$ cat src/rtl/accum_ctrl_mc.sv
// Multi-cycle FETCH/DECODE/EXEC/WAIT/HALT controller for the accumulator datapath.
// Optional illegal-opcode trap enabled by defining ACCUM_CTRL_ILLEGAL_TRAP_EN.
module accum_ctrl_mc #(
  parameter int ARG_W       = 4,
  parameter int DATA_W      = 8,
  parameter int REG_AW      = 4,
  parameter int WAIT_CYCLES = 0
) (
  input  logic              clk,
  input  logic              reset,
  input  logic [ARG_W+3:0]  instr,
  output logic              imem_req,
  input  logic              imem_ack,
  input  logic              Zero,
  input  logic              Carry,
  output logic              LoadIR,
  output logic              IncPC,
  output logic              SelPC,
  output logic              LoadPC,
  output logic              LoadReg,
  output logic              DumpReg,
  output logic              LoadAcc,
  output logic              DumpAcc,
  output logic [1:0]        SelAcc,
  output logic [3:0]        SelALU,
  output logic [DATA_W-1:0] ImmediateData,
  output logic [REG_AW-1:0] RegNumber,
  output logic              halted,
  output logic              illegal,
  output logic [2:0]        state
);

  typedef enum logic [2:0] {
    S_FETCH  = 3'd0,
    S_DECODE = 3'd1,
    S_EXEC   = 3'd2,
    S_WAIT   = 3'd3,
    S_HALT   = 3'd4
  } state_t;

  // WAIT counts down from WAIT_CYCLES-1 to 0, so 15 fits the 4-bit counter.
  localparam logic [3:0] WAIT_LAST  = (WAIT_CYCLES > 0) ? 4'(WAIT_CYCLES - 1) : 4'd0;
  localparam state_t     POST_EXEC  = (WAIT_CYCLES > 0) ? S_WAIT : S_FETCH;

  state_t             cur;
  state_t             nxt;
  logic [ARG_W+3:0]   ir;
  logic               zero_f;
  logic               carry_f;
  logic [3:0]         wait_cnt;
  logic               req_c;
  logic               illegal_set;
  logic [3:0]         opcode;
  logic [ARG_W-1:0]   arg;

  assign opcode        = ir[ARG_W+3:ARG_W];
  assign arg           = ir[ARG_W-1:0];
  assign ImmediateData = DATA_W'(arg);
  assign RegNumber     = arg[REG_AW-1:0];
  assign state         = cur;
  // Request is held off while reset is asserted so it first rises after release.
  assign imem_req      = req_c & ~reset;

  always_ff @(posedge clk) begin
    if (reset) begin
      cur      <= S_FETCH;
      ir       <= '0;
      zero_f   <= 1'b0;
      carry_f  <= 1'b0;
      wait_cnt <= 4'd0;
    end else begin
      cur <= nxt;
      if (cur == S_FETCH && imem_ack) ir <= instr;
      if (cur == S_DECODE) begin
        zero_f  <= Zero;
        carry_f <= Carry;
      end
      if (cur == S_EXEC) wait_cnt <= WAIT_LAST;
      else if (cur == S_WAIT) wait_cnt <= wait_cnt - 4'd1;
    end
  end

`ifdef ACCUM_CTRL_ILLEGAL_TRAP_EN
  logic illegal_q;
  always_ff @(posedge clk) begin
    if (reset) illegal_q <= 1'b0;
    else if (illegal_set) illegal_q <= 1'b1;
  end
  assign illegal = illegal_q;
`else
  assign illegal = 1'b0;
`endif

  always_comb begin
    nxt         = cur;
    req_c       = 1'b0;
    LoadIR      = 1'b0;
    IncPC       = 1'b0;
    SelPC       = 1'b0;
    LoadPC      = 1'b0;
    LoadReg     = 1'b0;
    DumpReg     = 1'b0;
    LoadAcc     = 1'b0;
    DumpAcc     = 1'b0;
    SelAcc      = 2'b00;
    SelALU      = 4'b0000;
    halted      = 1'b0;
    illegal_set = 1'b0;
    case (cur)
      S_FETCH: begin
        req_c = 1'b1;
        if (imem_ack) nxt = S_DECODE;
      end
      S_DECODE: begin
        LoadIR = 1'b1;
        nxt    = S_EXEC;
      end
      S_EXEC: begin
        nxt = POST_EXEC;
        case (opcode)
          4'h0: IncPC = 1'b1;
          4'h1, 4'h2, 4'h3: begin
            DumpReg = 1'b1;
            LoadAcc = 1'b1;
            SelAcc  = 2'b10;
            IncPC   = 1'b1;
            SelALU  = (opcode == 4'h1) ? 4'b0000 :
                      (opcode == 4'h2) ? 4'b0001 : 4'b1000;
          end
          4'hB, 4'hC: begin
            LoadAcc = 1'b1;
            SelAcc  = 2'b10;
            IncPC   = 1'b1;
            SelALU  = (opcode == 4'hB) ? 4'b1101 : 4'b1100;
          end
          4'h4: begin
            DumpReg = 1'b1;
            LoadAcc = 1'b1;
            SelAcc  = 2'b01;
            IncPC   = 1'b1;
          end
          4'h5: begin
            DumpAcc = 1'b1;
            LoadReg = 1'b1;
            IncPC   = 1'b1;
          end
          4'hD: begin
            LoadAcc = 1'b1;
            IncPC   = 1'b1;
          end
          // Jumps use the flags captured in DECODE, never the live inputs.
          4'h6, 4'h7: begin
            LoadPC = zero_f;
            SelPC  = zero_f & (opcode == 4'h7);
            IncPC  = ~zero_f;
          end
          4'h8, 4'hA: begin
            LoadPC = carry_f;
            SelPC  = carry_f & (opcode == 4'hA);
            IncPC  = ~carry_f;
          end
          4'hF: nxt = S_HALT;
          default: begin
`ifdef ACCUM_CTRL_ILLEGAL_TRAP_EN
            illegal_set = 1'b1;
            nxt         = S_HALT;
`else
            IncPC = 1'b1;
`endif
          end
        endcase
      end
      S_WAIT: begin
        if (wait_cnt == 4'd0) nxt = S_FETCH;
      end
      S_HALT: begin
        halted = 1'b1;
      end
      default: nxt = S_FETCH;
    endcase
  end

endmodule

$ cat config.mk
export PLATFORM = sky130hd
export DESIGN_NAME = accum_ctrl_mc
export DESIGN_NICKNAME = d
export VERILOG_FILES = /design/src/rtl/accum_ctrl_mc.sv
export SDC_FILE = /design/constraint.sdc
export NUM_CORES = 1
export LEC_CHECK = 0
export BUFFER_PORTS_ARGS = -buffer_cell sky130_fd_sc_hd__buf_2
export CAP_MARGIN = 30
export CORE_MARGIN = 10
export CORE_UTILIZATION = 46
export DETAILED_ROUTE_END_ITERATION = 8
export GPL_TIMING_DRIVEN = 0
export PLACE_DENSITY = 0.9
export RECOVER_POWER = 100
export SLEW_MARGIN = 40
export SYNTH_ARGS = -nofsm -noshare
export SYNTH_HDL_FRONTEND = slang
export SYNTH_SLANG_ARGS = --single-unit
$ cat constraint.sdc
create_clock -name clk -period 1.6 [get_ports clk]
set_input_delay 0.08 -clock clk [delete_from_list [all_inputs] [get_ports clk]]
set_output_delay 0.08 -clock clk [all_outputs]
set_load 0.005 [all_outputs]
# Word level (Yosys, flattened, before mapping)
# Cells that the tools add are included.
[op_classes]
n_addsub = 1
eq_ne = 19
n_mux = 26
bitwise = 7
reduce_logical = 12
[ops]
columns = ["cell", "count"]
rows = [
  ["== test 4 bit, second input constant", 6],
  ["== test 4 x 3 -> 1 bit, second input constant", 4],
  ["case mux 3 bit (5 select lines)", 1],
  ["two-way mux 1 bit", 13],
  ["two-way mux 4 bit", 3],
  ["two-way mux 3 bit", 3],
  ["== test 4 x 2 -> 1 bit, second input constant", 2],
  ["case mux 4 bit (2 select lines)", 1],
  ["OR reduction 2 bit", 4],
  ["OR reduction 7 bit", 1],
  ["== test 3 x 2 -> 1 bit, second input constant", 2],
  ["OR reduction 5 bit", 1],
  ["== test 4 x 1 -> 1 bit, second input constant", 1],
  ["zero test 4 bit", 1],
  ["inverter 1 bit", 4],
  ["case mux 1 bit (2 select lines)", 2],
  ["case mux 2 bit (2 select lines)", 1],
  ["OR reduction 4 bit", 1],
  ["subtractor 4 x 1 -> 4 bit, second input constant", 1],
  ["bitwise AND 1 bit", 3],
  ["== test 3 x 1 -> 1 bit, second input constant", 1],
  ["== test 3 bit, second input constant", 1],
  ["zero test 3 bit", 1],
  ["case mux 1 bit (3 select lines)", 1],
  ["6 further kinds", 6],
]
[word_totals]
register_bits = 17
in_bits = 13
wordCells = 70

# Depth between registers and ports, before layout
[logic_depth]
depth_word = 5
mapped_depth = 5
mapped_depth_nobuf = 5

# Worst setup path before layout
# OpenSTA, ideal clock, no wires.
[synth_timing]
path_type = "register -> output"
from = "register cur[1], in the netlist state[1]"
to = "output port LoadReg"
t_arrival_ps = 1305
setup_slack_ps = 215
path_stages_with_launch = 6
path_buffers = 2
cell_sequence = "dfxtp_1 and2b_1 nand2b_1 buf_2 nor3_1 buf_4"
[synth_via]
elab_chain_len = 2
[synth_lines]
columns = ["element", "line", "text"]
rows = [
  ["start: declaration", "45", "state_t cur;"],
  ["start signal: assignment", "72", "cur <= nxt;"],
  ["== test 3 x 2 -> 1 bit", "-", ""],
  ["two-way mux 1 bit", "-", ""],
  ["end: declaration", "20", "output logic LoadReg,"],
]
# Every way passes these cells.

# Worst setup path in the final report
[layout_timing]
from = "register cur[1], in the netlist state[1]"
to = "output port SelALU[0]"
[layout_via]
elab_chain_len = 2
[layout_lines]
columns = ["element", "line", "text"]
rows = [
  ["== test 3 x 2 -> 1 bit", "109", "case (cur)"],
  ["two-way mux 4 bit", "109", ""],
  ["end: declaration", "25", "output logic [3:0] SelALU,"],
]
# Every way passes these cells.

==> flow_summary_export.csv <==
group,metric,value,unit
run_status,status,"finished with violations",
run_status,violations,"hold timing",
finish,multi_input_area,594,um2
timing,layout_min_cycle_time,1590,ps
timing,finalHoldViolations,1,
routing,wirelength,2870,um
routing,dr.pass1.iters,4,
finish,layout_common_cells,"buf_2 (40), nand2_1 (20), a21oi_1 (17)",
finish,drive_gt1_share,43.5,%
clock_network,htree_levels,1,
grt,globalRoute.totalOverflow,0,
timing,rsz0062_at_grt,"true",
worst_setup_path,crit_chain,"and2b_2 -> buf_4 -> nand3b_1 -> nor3_1 -> buf_2",
worst_setup_path,critPathMaxFanout,5,
grt,grt_pass1_wl,4260,um
worst_setup_path,cpPeakStageDelay,410,ps
timing,slew_headroom,66.9,%
placed_design,dp.cells,207,
clock_network,postCtsHoldBufs,0,
timing,slew_violations,0,
routing,via_per_inst,4.95,
worst_setup_path,crit_slowest_cell,"dfxtp_1",
yosys,yosysWarnings,0,
pwr,p_clk_share,26.2,%
pwr,power.internal,0.638,mW
worst_setup_path,r2r-start,"state[2]",
pwr,power.density,646,nW/um2
worst_setup_path,r2r_setup_slack,130,ps
grt,grt.total_usage,11.5,%
timing,setup_viol,0,
finish,ff_latch_area,345,um2
placed_design,portBuffers,37,
routing,drt_iter0_markers,32,
pwr,ir_drop,0.000550,V
timing,fmaxAchievable,0.628,GHz
die,fp.dieArea,4550,um2
worst_hold_path,whs_path_depth,3,
finish,num-fill-cells,222,
yosys,syn_area,1030,um2
finish,layout_commonest_cell,"buf_2",
pwr,switching_share,29.2,%
clock_network,clock_latency,300,ps
finish,syn_to_final_growth,34.7,%
die,rows,17,
clock_network,cts_root_buf,"clkbuf_4",
worst_setup_path,cp-end-kind,"output port",
run,maxCapViolCount,0,
worst_setup_path,worst_setup_path_start_kind,"flop",
routing,vias,1059,
worst_setup_path,cp_data_arrival_time,1510,ps
clock_network,path_clk_slew,100,ps
worst_setup_path,reg2regPathDepth,5,
finish,fin_area,1390,um2
clock_network,numCtsBuffers,3,
worst_hold_path,hold_class,"in -> reg",
pwr,combinationalPowerShare,21.9,%
timing,period_share,99.5,%
timing,tightest_slew,491,ps
timing,setup_slack,7.43,ps
timing,skew,3.21,ps
clock_network,cts_tree,"built",
worst_setup_path,r2r_end,"ir[4]",
routing,drcViolationCount,0,
finish,final_net_count,201,
die,io_pins,45,
placed_design,post-dp-hpwl,2030,um
placed_design,pre_cts_slack,67.0,ps
finish,antenna_cells,0,
yosys,synth_area_leaders,"dfxtp_1 (33%), buf_4 (11%), a21oi_1 (9.2%)",
placed_design,place_area,1270,um2
yosys,ys_seq_area_share,32.9,%
grt,antenna_found_initial,0,
worst_setup_path,critPathKind,"reg -> out",
finish,finish.utilization,64.2,%
die,fp.dieH,67.4,um
worst_setup_path,required,1520,ps
yosys,yosys.area.top_type_share,32.9,%
grt,grt_pass1_vias,1003,
placed_design,place.gp.congestion,0.891,
worst_hold_path,worstHoldStart,"instr[7]",
yosys,syn_inst,137,
yosys,yosysTopAreaCell,"dfxtp_1",
grt,grt_start_max_net_pins,11,
yosys,synth_cell_type_count,36,
worst_hold_path,holdPathEnd,"ir[7]",
timing,fin_hold_ws,-1.17,ps
die,fp.dieW,67.4,um
routing,avgRoutedWirePerCell,13.4,um
yosys,avgSynthCellArea,7.55,um2
clock_network,cts_buffer_depth,2,
finish,fin_cells,214,
pwr,seqPwrFrac,51.9,%
die,start_util,47.7,%
pwr,p_leak,0.656,nW
die,core-area,2170,um2
yosys,synth_seq_cells,17,
clock_network,cts.sinks,17,
pwr,p_switching,0.263,mW
routing,final_antenna_net_count,0,
power by group through the flow:
stage / Sequential, mW / Clock [mW] / Combinational, mW
2_1_floorplan: 0.465 / 0 / 0.131
3_3_place_gp: 0.467 / 0 / 0.183
3_5_place_dp: 0.468 / 0 / 0.187
4_1_cts: 0.465 / 0.233 / 0.184
5_1_grt: 0.471 / 0.256 / 0.219
6_report: 0.467 / 0.236 / 0.197
stage by stage:
| stage | TNS (ps) | power [mW] |
|---|---|---|
| after floorplan | 0 | 0.596 |
| after global placement | 0 | 0.650 |
| after detailed placement | 0 | 0.655 |
| after CTS | 0 | 0.883 |
| after global routing | -130 | 0.947 |
| final | 0 | 0.901 |
state kept, by name (all words and copies together), names as in the netlist:
signal and cells:
ir 8, wait_cnt 4, state 3, carry_f 1, zero_f 1
cell usage after synthesis:
cell type	count
a211oi_1	1
a21oi_1	19
a2bb2oi_1	1
a31oi_1	1
and2b_1	1
and3b_1	1
buf_1	2
buf_2	3
buf_4	15
clkbuf_1	4
conb_1	1
dfxtp_1	17
ha_1	1
inv_1	5
mux2i_1	2
nand2_1	20
nand2b_1	4
nand3_1	1
nand3b_1	2
nand4_1	2
nand4b_1	2
nor2_1	7
nor2b_1	2
nor3_1	9
nor3b_1	1
nor3b_2	1
nor4_1	1
nor4b_2	1
nor4bb_1	1
o21ai_0	2
o311ai_0	1
o31a_1	1
or2_2	1
or3b_2	1
or4b_1	1
xor2_1	2
critical path, delay by kind of cell (launching register included):
kind / cells / cell delay [ps]
buffers and inverters: 2 / 290
DFF: 1 / 410
and+or+nand+nor: 3 / 510
cell type report:
class,count,area share [%]
Multi-Input combinational cell,96,42.6
Sequential cell,17,24.8
Timing Repair Buffer,43,16.2
Buffer,21,10.5
Tap cell,28,2.51
Clock buffer,3,1.62
Inverter,5,1.35
Clock inverter,1,0.359
how the worst max path moves through the flow:
stage                   from         to  slack [ps]
floorplan           state[1]    LoadReg         210
global placement    state[1]    LoadReg         100
detailed placement  state[1]    LoadReg          70
CTS                 state[2]    LoadReg         0.4
global route        state[1]  SelALU[0]         -60
finish              state[1]  SelALU[0]           7
layer usage:
layer / vias to the layer above / global-route usage, % / share of wire [%]
met5: - / 0 / 0
met4: 0 / 4.62 / 1.8
met3: 7 / 2.98 / 6.3
met2: 27 / 21.4 / 50
met1: 483 / 12.0 / 42
li1: 542 / - / -
cells by family after synthesis:
kind of cell | synth area share (%)
AOI/OAI and AO/OA | 14.0
xor gates and xnor gates | 1.69
adders and majority gates | 1.21
buffers and inverters | 16.3
DFF | 32.9
muxes | 1.93
other | 0.362
and+or+nand+nor | 31.6
what timing repair did:
item,CTS,global route
gates cloned,0,1
endpoints found under the setup margin,12,11
resized for setup,16,10
pin swaps,0,1
setup buffers,1,4
Note: power is estimated with default switching activity, not from simulation.
